### src/rtl/parity_scheduler_if.sv
// Request/response bundle for the shared parity scheduler.
// Handshake rule for every channel: a beat transfers on a rising clk edge where
// valid & ready are both high; ready may depend combinationally on valid.
interface parity_scheduler_if #(
  parameter int NUM_REQ    = 2,
  parameter int WORD_BYTES = 4,
  parameter int ID_W       = $clog2(NUM_REQ)
);
  logic [NUM_REQ-1:0]              req_valid;
  logic [NUM_REQ-1:0]              req_ready;
  logic [NUM_REQ*WORD_BYTES*8-1:0] req_data;
  logic [NUM_REQ-1:0]              req_odd;
  logic                            rsp_valid;
  logic                            rsp_ready;
  logic [ID_W-1:0]                 rsp_id;
  logic [WORD_BYTES-1:0]           rsp_byte_par;
  logic                            rsp_word_par;

  modport master (
    output req_valid, req_data, req_odd, rsp_ready,
    input  req_ready, rsp_valid, rsp_id, rsp_byte_par, rsp_word_par
  );

  modport slave (
    input  req_valid, req_data, req_odd, rsp_ready,
    output req_ready, rsp_valid, rsp_id, rsp_byte_par, rsp_word_par
  );
endinterface

### src/rtl/parity_scheduler.sv
// Round-robin sequencer sharing one combinational 8-bit parity unit among
// NUM_REQ requesters; each granted word is streamed through it byte by byte.
module parity_scheduler #(
  parameter int NUM_REQ    = 2,
  parameter int WORD_BYTES = 4,
  parameter int ID_W       = $clog2(NUM_REQ)
) (
  input  logic                  clk,
  input  logic                  rst_n,
  parity_scheduler_if.slave     bus,
  output logic [7:0]            par_data,
  input  logic                  par_in,
  output logic                  busy,
  output logic [1:0]            state_dbg
);

  localparam int CNT_W = (WORD_BYTES > 1) ? $clog2(WORD_BYTES) : 1;
  localparam int WW    = WORD_BYTES * 8;

  typedef enum logic [1:0] {
    IDLE = 2'd0,
    RUN  = 2'd1,
    RESP = 2'd2
  } state_t;

  state_t                state, state_nxt;
  logic [ID_W-1:0]       rr_ptr;
  logic [CNT_W-1:0]      cnt;
  logic [WW-1:0]         word_q;
  logic                  odd_q;
  logic [ID_W-1:0]       id_q;
  logic [WORD_BYTES-1:0] byte_par_q;
  logic                  raw_q;
  logic                  word_par_q;

  logic                  gnt_found;
  logic [ID_W-1:0]       gnt_idx;
  logic [ID_W-1:0]       nxt_ptr;
  logic [NUM_REQ-1:0]    req_ready_c;
  logic                  handshake;
  logic                  last_byte;
  logic [7:0]            cur_byte;

  // First valid requester at or after rr_ptr, wrapping past NUM_REQ-1.
  always_comb begin
    gnt_found = 1'b0;
    gnt_idx   = '0;
    for (int i = 0; i < NUM_REQ; i++) begin
      int c;
      c = int'(rr_ptr) + i;
      if (c >= NUM_REQ) c = c - NUM_REQ;
      if (!gnt_found && bus.req_valid[c]) begin
        gnt_found = 1'b1;
        gnt_idx   = ID_W'(c);
      end
    end
  end

  always_comb begin
    nxt_ptr = '0;
    if (gnt_idx != ID_W'(NUM_REQ - 1)) nxt_ptr = gnt_idx + ID_W'(1);
  end

  assign last_byte = (cnt == CNT_W'(WORD_BYTES - 1));
  assign cur_byte  = word_q[{cnt, 3'b000} +: 8];

  always_comb begin
    state_nxt   = state;
    req_ready_c = '0;
    handshake   = 1'b0;
    par_data    = 8'h00;
    case (state)
      IDLE: begin
        if (gnt_found) begin
          req_ready_c = NUM_REQ'(1) << gnt_idx;
          handshake   = 1'b1;
          state_nxt   = RUN;
        end
      end
      RUN: begin
        par_data = cur_byte;
        if (last_byte) state_nxt = RESP;
      end
      RESP: begin
        if (bus.rsp_ready) state_nxt = IDLE;
      end
      default: state_nxt = IDLE;
    endcase
    // Nothing may be offered or driven toward the parity unit while in reset.
    if (!rst_n) begin
      req_ready_c = '0;
      handshake   = 1'b0;
      par_data    = 8'h00;
    end
  end

  always_ff @(posedge clk) begin
    if (!rst_n) state <= IDLE;
    else        state <= state_nxt;
  end

  always_ff @(posedge clk) begin
    if (!rst_n) begin
      rr_ptr     <= '0;
      cnt        <= '0;
      word_q     <= '0;
      odd_q      <= 1'b0;
      id_q       <= '0;
      byte_par_q <= '0;
      raw_q      <= 1'b0;
      word_par_q <= 1'b0;
    end else if (handshake) begin
      word_q     <= bus.req_data[int'(gnt_idx) * WW +: WW];
      odd_q      <= bus.req_odd[gnt_idx];
      id_q       <= gnt_idx;
      rr_ptr     <= nxt_ptr;
      cnt        <= '0;
      byte_par_q <= '0;
      raw_q      <= 1'b0;
      word_par_q <= 1'b0;
    end else if (state == RUN) begin
      byte_par_q[cnt] <= par_in ^ odd_q;
      raw_q           <= raw_q ^ par_in;
      if (last_byte) begin
        cnt        <= '0;
        word_par_q <= raw_q ^ par_in ^ odd_q;
      end else begin
        cnt <= cnt + CNT_W'(1);
      end
    end
  end

  assign bus.req_ready    = req_ready_c;
  assign bus.rsp_valid    = (state == RESP) && rst_n;
  assign bus.rsp_id       = id_q;
  assign bus.rsp_byte_par = byte_par_q;
  assign bus.rsp_word_par = word_par_q;
  assign busy             = (state != IDLE) && rst_n;
  assign state_dbg        = state;

endmodule

### src/flat_wrapper.sv
// flat-port wrapper written by rule: the top's interface ports become plain ports
module parity_scheduler_flat 
#(
  parameter int NUM_REQ    = 2,
  parameter int WORD_BYTES = 4,
  parameter int ID_W       = $clog2(NUM_REQ)
)
  (clk, rst_n, par_data, par_in, busy, state_dbg, bus_req_valid, bus_req_data, bus_req_odd, bus_rsp_ready, bus_req_ready, bus_rsp_valid, bus_rsp_id, bus_rsp_byte_par, bus_rsp_word_par);
  parity_scheduler_if #(.NUM_REQ(NUM_REQ), .WORD_BYTES(WORD_BYTES), .ID_W(ID_W)) bus_i ();
  input  logic clk;
  input  logic rst_n;
  output logic [7:0] par_data;
  input  logic par_in;
  output logic busy;
  output logic [1:0] state_dbg;
  input wire logic [$bits(bus_i.req_valid)-1:0] bus_req_valid;
  input wire logic [$bits(bus_i.req_data)-1:0] bus_req_data;
  input wire logic [$bits(bus_i.req_odd)-1:0] bus_req_odd;
  input wire logic [$bits(bus_i.rsp_ready)-1:0] bus_rsp_ready;
  output wire logic [$bits(bus_i.req_ready)-1:0] bus_req_ready;
  output wire logic [$bits(bus_i.rsp_valid)-1:0] bus_rsp_valid;
  output wire logic [$bits(bus_i.rsp_id)-1:0] bus_rsp_id;
  output wire logic [$bits(bus_i.rsp_byte_par)-1:0] bus_rsp_byte_par;
  output wire logic [$bits(bus_i.rsp_word_par)-1:0] bus_rsp_word_par;
  assign bus_i.req_valid = bus_req_valid;
  assign bus_i.req_data = bus_req_data;
  assign bus_i.req_odd = bus_req_odd;
  assign bus_i.rsp_ready = bus_rsp_ready;
  assign bus_req_ready = bus_i.req_ready;
  assign bus_rsp_valid = bus_i.rsp_valid;
  assign bus_rsp_id = bus_i.rsp_id;
  assign bus_rsp_byte_par = bus_i.rsp_byte_par;
  assign bus_rsp_word_par = bus_i.rsp_word_par;
  parity_scheduler #(.NUM_REQ(NUM_REQ), .WORD_BYTES(WORD_BYTES), .ID_W(ID_W)) u_core (.clk(clk), .rst_n(rst_n), .bus(bus_i), .par_data(par_data), .par_in(par_in), .busy(busy), .state_dbg(state_dbg));
endmodule
### config.mk
export PLATFORM = sky130hd
export DESIGN_NAME = parity_scheduler_flat
export DESIGN_NICKNAME = d
export VERILOG_FILES = /design/src/rtl/parity_scheduler_if.sv /design/src/rtl/parity_scheduler.sv /design/src/flat_wrapper.sv
export SDC_FILE = /design/constraint.sdc
export NUM_CORES = 1
export LEC_CHECK = 0
export ABC_AREA = 1
export ABC_CLOCK_PERIOD_IN_PS = 1400
export CORE_MARGIN = 5
export CORE_UTILIZATION = 42
export CTS_BUF_LIST = sky130_fd_sc_hd__clkbuf_4
export DETAILED_ROUTE_END_ITERATION = 10
export PLACE_DENSITY_LB_ADDON = 0.2
export SLEW_MARGIN = 20
export SYNTH_ARGS = -nofsm -noshare
export SYNTH_HDL_FRONTEND = slang
export SYNTH_SLANG_ARGS = --single-unit
### constraint.sdc
create_clock -name clk -period 1.4 [get_ports clk]
set_clock_uncertainty 0.1 [all_clocks]
set_input_delay 0.14 -clock clk [delete_from_list [all_inputs] [get_ports clk]]
set_output_delay 0.14 -clock clk [all_outputs]
set_load 0.05 [all_outputs]
After elaboration in Yosys (flattened, before gate mapping)
Index checks and enable logic that the tools add are counted.

storage, ports and cells
  flip-flop bits (word level) = 45
  latch bits = 0
  memory bits (writable) = 0
  memory bits (read-only) = 0
  bits of input ports = 72
  output and inout port bits = 20
  logic and storage cells = 75
  memories = 0

operators by class
  add/sub/neg operators = 5
  multiply operators = 0
  div/mod/pow operators = 0
  $lt $le $gt $ge = 7
  eq/ne operators = 6
  shift-type cells = 3
  multiplexer cells = 31
  bitwise logic cells = 4
  reductions and logical operators = 10

operators with widths
  operator               number
  $lt 32x3->1 const B    2
  $mux 32                2
  $shiftx 64x7->32       1
  $ge 32x3->1 const B    1
  $shiftx 32x6->8        1
  $sub 32x3->32 const B  1
  $mux 1                 17
  $mux 8                 2
  $mux 2                 7
  $pmux 2 s3             1
  $bwmux 4               1
  $eq 2x2->1 const B     2
  $logic_and 1x1->1      4
  $ne 2x1->1 const B     2
  $lt 2x3->1 const B     1
  $reduce_and 3->1       1
  $sub 1x2->3 const B    1
  $xor 1x1->1            3
  $add 1x1->2 const B    1
  $add 2x1->2 const B    1
  $demux 1 s2            1
  $eq 2x1->1 const B     1
  $ge 1x2->1 const B     1
  $ge 2x1->1 const B     1
  other kinds (10)       10

Depth between registers and ports, before layout
Gate-level depths: netlist (run 1).

  depth after elaboration = 13
  gate-level depth with buffers = 8
  depth with buffers taken out = 7

Worst setup path after synthesis (run 1)
No wires, ideal clock.

  path type = flip-flop to output port
  start point = register u_core.state[0], in the netlist u_core.state_dbg[0]
  end point = output par_data[0]
  arrival time = 1.973 ns
  data required time = 1.160 ns
  path slack = -0.813 ns
  cell stages (with the launch flop) = 5
  buffers on the path = 0
  path through = dfxtp_1 -> inv_2 -> nor2_2 -> nand2_1 -> a21oi_1

on the way
  cells in the longest elaborated chain, start to end = 3

ends and longest elaborated chain
  element                   line                    source
  start: declaration        parity_scheduler.sv:26  state_t state, state_nxt;
  start signal: assignment  parity_scheduler.sv:99  else state <= state_nxt;
  $eq 2x1->1                parity_scheduler.sv:72  case (state)
  $mux 8                    parity_scheduler.sv:72
  $mux 8                    parity_scheduler.sv:90  if (!rst_n) begin
  end: declaration          flat_wrapper.sv:12      output logic [7:0] par_data;

Every way passes these cells.

Worst setup path after layout (run 1)
  start point = register u_core.cnt[0]
  end point = output par_data[5]

on the way
  cells in the longest elaborated chain, start to end = 3

ends and longest elaborated chain
  element                   line                     source
  start: declaration        parity_scheduler.sv:28   logic [CNT_W-1:0] cnt;
  start signal: assignment  parity_scheduler.sv:128  cnt <= cnt + CNT_W'(1);
  $shiftx 32x6->8           parity_scheduler.sv:65   assign cur_byte = word_q[{cnt, 3'b000} +: 8];
  $mux 8                    parity_scheduler.sv:72
  $mux 8                    parity_scheduler.sv:90

Every way passes these cells.

==> results of run 1 <==
## power by group through the flow
stage	Combinational (W)	Clock (W)	Sequential [W]
2_1_floorplan	0.000540	0	0.00143
3_3_place_gp	0.000949	0	0.00143
3_5_place_dp	0.000963	0	0.00143
4_1_cts	0.00102	0.000636	0.00140
5_1_grt	0.00125	0.000698	0.00141
6_report	0.00116	0.000632	0.00141
## routing by layer
metal  global-route usage (%)  up-vias  wire length, um
met5                        0        -                0
met4                     7.25        0              257
met3                     5.77       21              857
met2                     34.9      158             4180
met1                     26.2     1346             3510
li1                         -     1510                -
## state kept, by name, indices dropped and copies added, names as in the netlist
| signal | cells |
|---|---|
| u_core.bus.rsp_id | 1 |
| u_core.word_q | 32 |
| u_core.raw_q | 1 |
| u_core.odd_q | 1 |
| u_core.cnt | 2 |
| u_core.bus.rsp_word_par | 1 |
| u_core.bus.rsp_byte_par | 4 |
| u_core.state_dbg | 2 |
| u_core.rr_ptr | 1 |
## per-stage QoR
step,hold slack (ns),cell area [um^2]
floorplan,0.201,2700
global route,0.304,4390
detailed placement,0.352,3890
global placement,0.349,3890
CTS,0.289,4120
finish,0.295,4390
## final cells by class
cell class / instances / area (um^2)
multi-input combinational: 313 / 1750
timing repair buffer: 134 / 1510
fill: 469 / 1500
sequential: 45 / 913
tap: 75 / 93.8
inverter: 14 / 66.3
clock buffer: 6 / 45.0
clock inverter: 2 / 10.0
## synthesized netlist by cell type (2+ instances only)
cell	n	area, um^2
buf_4	7	52.6
nand2_1	147	552
nor2_1	43	161
o21a_1	2	15.0
a21oi_1	48	240
nor3_1	2	10.0
o21ai_0	22	110
buf_2	11	55.1
buf_6	3	33.8
inv_1	9	33.8
nand2_2	3	18.8
nor2_2	3	18.8
nand3_1	33	165
ha_1	4	50.1
inv_2	4	15.0
nand2_4	2	22.5
dfxtp_1	45	901
## worst max-delay path, cell delays in order (launching register included)
cell     delay (ns)
dfxtp_4        0.41
buf_12         0.13
nor2_1         0.05
nor2_1         0.19
o21ai_2        0.14
a21oi_4        0.17
buf_6          0.17
## cell families after synthesis
group | count (synthesis)
compound gates | 73
simple gates | 234
xor+xnor | 2
buf+inv | 38
flops | 45
fa+ha+maj | 4
## final timing paths
check                                        start                              to  slack, ns
setup reg to reg  u_core.state_dbg[0]$_SDFFE_PN0P_  u_core.word_q[26]$_SDFFE_PN0P_      -0.01
hold reg to reg     u_core.word_q[14]$_SDFFE_PN0P_  u_core.word_q[14]$_SDFFE_PN0P_       0.37
hold / removal                    bus_req_valid[1]      u_core.rr_ptr$_SDFFE_PN0P_       0.30
setup / recovery        u_core.cnt[0]$_SDFFE_PP0P_                     par_data[5]      -0.46
## what timing repair did
item / in CTS / in global routing
gates cloned: 0 / 4
endpoints found under the hold margin: 0 / 0
resized for setup: 35 / 54
hold buffers: 0 / 0
pin swaps: 8 / 7
endpoints found under the setup margin: 17 / 50
buffers inserted: 10 / 4
==> summary.txt, run 1 <==
Layout
  – Layout cells sized above 1: just over 30%
  – Layout Cells excl Fill: slightly below 600
  – Area Growth Syn to Fin: 74.5%
  – Number of diodes: 0
  – Commonest non-fill, non-tap cells in the layout: nand2_1 (122), clkdlybuf4s50_1 (70), dfxtp_1 (41)
  – Leading cell type in the layout, fill and taps excluded: nand2_1
  – Post-Route Utilization: between 70% and 80%
  – Final Net Count: roughly 590

Worst hold path
  – Hold Path Depth: 4
  – Hold Path Class: in2reg

CTS
  – Clock Sinks: 45
  – Max Root-Sink Buffers: 2
  – Max H-tree Level: 2
  – Skew-Pair Late Insertion Delay: approximately 0.36 ns
  – CTS tree: yes
  – Inserted Clock Buffers: 5
  – Clock slew seen by the registers of the worst setup and hold paths: 0.13 ns
  – Clock Root Buffer: clkbuf_4

Logic synthesis
  – Simple-gate portion of the synthesized area: 38.5%
  – Cell variety after synth: 25
  – Post-synthesis register bit count: 45
  – Synth Area in Adders: approximately 2%
  – Synth Instances: 396
  – Async set-or-reset flop fraction in the synthesized netlist: 0%
  – Mean Syn Cell Area: 6.35 um^2
  – Mux share of post-synthesis cell area: 0%
  – Post-synthesis xor/xnor area fraction: 0.697%
  – Syn nets: 472
  – Ys Warns: 0
  – Post-synth EDFFs: 0
  – Post-synthesis compound-gate area fraction: 14.7%
  – Sequential area share after synthesis: 35.8%
  – Post-Syn Area: ~2500 um^2
  – Combinational family with the most area after synthesis: simple AND/OR/NAND/NOR gates
  – Main synth FF type: dfxtp_1

Die
  – Row Count: 28
  – Core Region: 5890 um^2
  – Die H: 87.4 um
  – Starting Density: 42.7%
  – Die W: 87.4 um
  – IO Pins: ~90
  – Die ar.: 7630 um^2

Global routing
  – Largest net degree at the start of global routing: 34
  – Total grt overflow: 0
  – Initial antenna violation count: 0
  – Vias in the first global route: 2,868
  – Gr usage total: about a fifth
  – First-pass GRT wire length: 12.9 mm

Drt
  – Wirelength per Cell: ~15 um
  – Vias per cell: 5.15
  – Routed Antenna Nets: 0
  – Drt pass-1 iters: 5
  – Residual DRC: 0
  – Total wire length: 8.81 mm
  – 1st-iter DRT viols: ~260
  – DR vias: between 3k and 4k

Placement
  – Routability Congestion: 0.850
  – Input/output buffers: 91
  – Dpl ws: -0.357 ns
  – DP HPWL: 5.73 mm
  – Post-Place Cells: 565

STA
  – Normalized max-slew margin: 75.6%
  – Final Hold Viols: 0
  – Setup TNS: -3.56 ns
  – RSZ-0062 raised after global routing: yes
  – Max-slew violations: 0
  – Setup WS post-layout: -0.464 ns
  – Max Fclk: 536 MHz
  – Worst-Margin Slew: 0.364 ns
  – Final min period: 1.86 ns
  – Final setup vio count: 15
  – Final Cycle Share: 133%

Power
  – Leak: 1.79 nW
  – Net Switching: 0.00107 W
  – Power Dens Cells: approximately 730 nW/um^2
  – Comb pwr share: 36.3%
  – Switching Share: 33.4%
  – Tot Pwr: 0.00320 W
  – Internal power: 0.00213 W
  – Share of power burned in registers: about 44%
  – Maximum VDD drop: approximately 0.38 mV
  – Clock share of power: roughly a fifth

Setup path
  – Worst path arrival time: ~1.6 ns
  – Critical Path Sink Type: output pin
  – CP Launch Type: register
  – Max FO, Critical Path: 12
  – Crit path kind: reg2out
  – Worst r2r path cells: 7
  – Worst EP required: around 1.2 ns

Run status
  – Failing checks: setup timing
  – Status: finished, violations left

Flow run
  – Number of max-cap violations: 0
(Power assumes the default switching activity.)
==> inputs of run 2 (changes only) <==
- SETUP_SLACK_MARGIN: default -> 0.4
==> summary.txt, run 2 (synthesis gave the netlist of run 1 again) <==
Setup path
  – Critical Path Sink Type: output pin (unchanged)
  – Worst r2r path cells: 9 (was 7)
  – Worst path bufs/invs: 2 (unchanged)
  – CP Launch Type: register (unchanged)
  – Worst r2r src: u_core.state_dbg[1]$_SDFFE_PN0P_ (was u_core.state_dbg[0]$_SDFFE_PN0P_)
  – Worst EP required: 1.16 ns (about the same)
  – Worst path arrival time: 1.67 ns (was 1.62 ns)
  – Max incr delay on CP: 0.40 ns (was 0.41 ns)
  – Reg2reg setup slack: -0.30 ns (was -0.01 ns)
  – CP max stage cell: dfxtp_4 (unchanged)
  – Most frequent cell on the critical path: nor2_1 (unchanged)
  – Max FO, Critical Path: 6 (was 12)
  – FF-to-FF End: u_core.word_q[24]$_SDFFE_PN0P_ (was u_core.word_q[26]$_SDFFE_PN0P_)
  – Critical path's top delay family: flip-flops (unchanged)
  – Crit path kind: reg2out (unchanged)
  – Critical Path, Cell by Cell: buf_8 -> nor2_1 -> nor2_1 -> o21ai_2 -> a21oi_4 -> buf_12 (was buf_12 -> nor2_1 -> nor2_1 -> o21ai_2 -> a21oi_4 -> buf_6)

Power
  – Maximum VDD drop: 0.459 mV (was 0.382 mV)
  – Leak: 2.15 nW (was 1.79 nW)
  – Tot Pwr: 0.00375 W (was 0.00320 W)
  – Power Dens Cells: 747 nW/um^2 (was 730 nW/um^2)

Placement
  – Input/output buffers: 91 (unchanged)
  – DP Area: 4050 um^2 (was 3890 um^2)
  – DP HPWL: 6.08 mm (was 5.73 mm)
  – Post-Place Cells: 571 (was 565)
  – Routability Congestion: 0.844 (was 0.850)

STA
  – Final Hold Viols: 0 (unchanged)
  – RSZ-0062 raised after global routing: yes (unchanged)
  – Final min period: 1.91 ns (was 1.86 ns)
  – Max-slew violations: 0 (unchanged)
  – Normalized max-slew margin: 70.8% (was 75.6%)
  – Hold_ws: 0.305 ns (was 0.295 ns)
  – Setup WS post-layout: -0.509 ns (was -0.464 ns)
  – Setup TNS: -12.88 ns (was -3.56 ns)
  – Max Fclk: 524 MHz (was 536 MHz)
  – Final setup vio count: 55 (was 15)
  – Final Cycle Share: 136% (was 133%)
  – Worst-Margin Slew: 0.435 ns (was 0.364 ns)

Die
  – Core Region: 5890 um^2 (unchanged)
  – Die W: 87.4 um (unchanged)
  – Starting Density: 42.7% (unchanged)
  – Row Count: 28 (unchanged)
  – Die H: 87.4 um (unchanged)
  – IO Pins: 92 (unchanged)
  – Die ar.: 7630 um^2 (unchanged)

Layout
  – Layout Cells excl Fill: 606 (was 589)
  – Area Growth Syn to Fin: 99.5% (was 74.5%)
  – Layout cells sized above 1: 40.9% (was 30.5%)
  – Register area: 926 um^2 (was 913 um^2)
  – Final Net Count: 606 (was 589)
  – Multi-input gate area: 2040 um^2 (was 1750 um^2)
  – Number of diodes: 0 (unchanged)
  – Max FFs per register: 32 (unchanged)
  – Final Instance Area: 5010 um^2 (was 4390 um^2)
  – Commonest non-fill, non-tap cells in the layout: nand2_1 (108), clkdlybuf4s50_1 (69), dfxtp_1 (35) (was nand2_1 (122), clkdlybuf4s50_1 (70), dfxtp_1 (41))
  – Fillers: 299 (was 469)
  – Largest reg by FF count: u_core.word_q (unchanged)
  – Leading cell type in the layout, fill and taps excluded: nand2_1 (unchanged)

Global routing
  – Met1 usage: 30.8% (was 26.2%)
  – Total grt overflow: 0 (unchanged)
  – Initial antenna violation count: 0 (unchanged)
  – Gr usage total: 25.6% (was 21.1%)
  – M2 GR Usage: 44.0% (was 34.9%)
  – Largest net degree at the start of global routing: 22 (was 34)
  – Vias in the first global route: 3,137 (was 2,868)
  – Gr busiest metal: met2 (unchanged)
  – First-pass GRT wire length: 15.2 mm (was 12.9 mm)
  – M3 GR Usage: 5.68% (was 5.77%)

Worst hold path
  – Hold Path Depth: 5 (was 4)
  – HP Start: bus_req_data[4] (was bus_req_valid[1])
  – Hold Path Class: in2reg (unchanged)
  – Hold Path End: u_core.word_q[4]$_SDFFE_PN0P_ (was u_core.rr_ptr$_SDFFE_PN0P_)

Drt
  – Total wire length: 11.8 mm (was 8.81 mm)
  – Vias per cell: 5.68 (was 5.15)
  – Residual DRC: 0 (unchanged)
  – 1st-iter DRT viols: 349 (was 262)
  – Wirelength per Cell: 19.5 um (was 14.9 um)
  – Routed Antenna Nets: 0 (unchanged)
  – DR vias: 3,442 (was 3,035)
  – Drt pass-1 iters: 5 (unchanged)

CTS
  – Skew-Pair Late Insertion Delay: 0.38 ns (was 0.36 ns)
  – Clock Sinks: 45 (unchanged)
  – Hold buffer count at CTS: 0 (unchanged)
  – Clock slew seen by the registers of the worst setup and hold paths: 0.15 ns (was 0.13 ns)
  – Clock Root Buffer: clkbuf_4 (unchanged)
  – CTS tree: yes (unchanged)
  – Max H-tree Level: 2 (unchanged)
  – Max Root-Sink Buffers: 2 (unchanged)
  – Inserted Clock Buffers: 5 (unchanged)

Run status
  – Status: finished, violations left (unchanged)
  – Failing checks: setup timing (unchanged)

Flow run
  – Number of max-cap violations: 0 (unchanged)
-- run 2: changes by cell type in the layout (fill, tap and decap cells not counted), moves of 7 or more --
cell     delta
nand2_4    +26
buf_12     +11
a21oi_1    -10
nand2_2    -13
nand2_1    -14
a21oi_2    +10
nor2_1      -7
-- run 2: metal layers --
layer  vias to the layer above  wire [um]
met4                         0        693
li1                       1542          -
met2                       244       5750
met3                        68       1150
met5                         -          0
met1                      1588       4240
-- run 2: final cells by class --
class                   count  area share, %
inverters                  14           1.62
repair buffers            150           35.6
clock inverters             2          0.674
clock buffers               6          0.898
flip-flops and latches     45           18.5
repair inverters            1          0.125
well taps                  75           1.87
multi-input cells         313           40.7
-- run 2: per-stage QoR --
stage / util [%] / setup slack, ns
after global placement: 68.8 / -0.301
final: 85.2 / -0.509
after CTS: 77.4 / -0.389
after detailed placement: 68.8 / -0.335
after floorplan: - / -0.0541
after global routing: 85.2 / -0.518
-- run 2: power by group --
group | internal (W) | leakage, nW | switching [W] | total, W
Clock | 0.000392 | 0.0433 | 0.000458 | 0.000850
Combinational | 0.000698 | 1.73 | 0.000787 | 0.00148
Sequential | 0.00135 | 0.373 | 0.0000650 | 0.00141
Total | 0.00244 | 2.15 | 0.00131 | 0.00375
-- run 2: what timing repair did --
item	4_1_cts	5_1_grt
resized for setup	67	113
pin swaps	15	67
gates cloned	5	0
endpoints found under the setup margin	65	65
buffers inserted	18	4
-- run 2: worst reg2reg max path, cell delays in order, from the launching register on --
cell	delay, ns
dfxtp_4	0.42
nor2_4	0.18
nand2_4	0.09
nor2_8	0.11
buf_6	0.11
buf_8	0.13
buf_12	0.11
buf_16	0.12
nand2_4	0.06
a21oi_2	0.20
-- run 2: how the worst max path moves through the flow --
stage	from	end	slack, ns	depth (start not counted)
finish	u_core.cnt[0]$_SDFFE_PP0P_	par_data[2]	-0.51	6
global route	u_core.cnt[0]$_SDFFE_PP0P_	par_data[4]	-0.52	6
CTS	u_core.cnt[0]$_SDFFE_PP0P_	par_data[6]	-0.39	6
detailed placement	bus_req_valid[0]	u_core.word_q[29]$_SDFFE_PN0P_	-0.33	8
global placement	bus_req_valid[0]	u_core.word_q[27]$_SDFFE_PN0P_	-0.30	8
floorplan	u_core.state_dbg[0]$_SDFFE_PN0P_	par_data[0]	-0.05	4
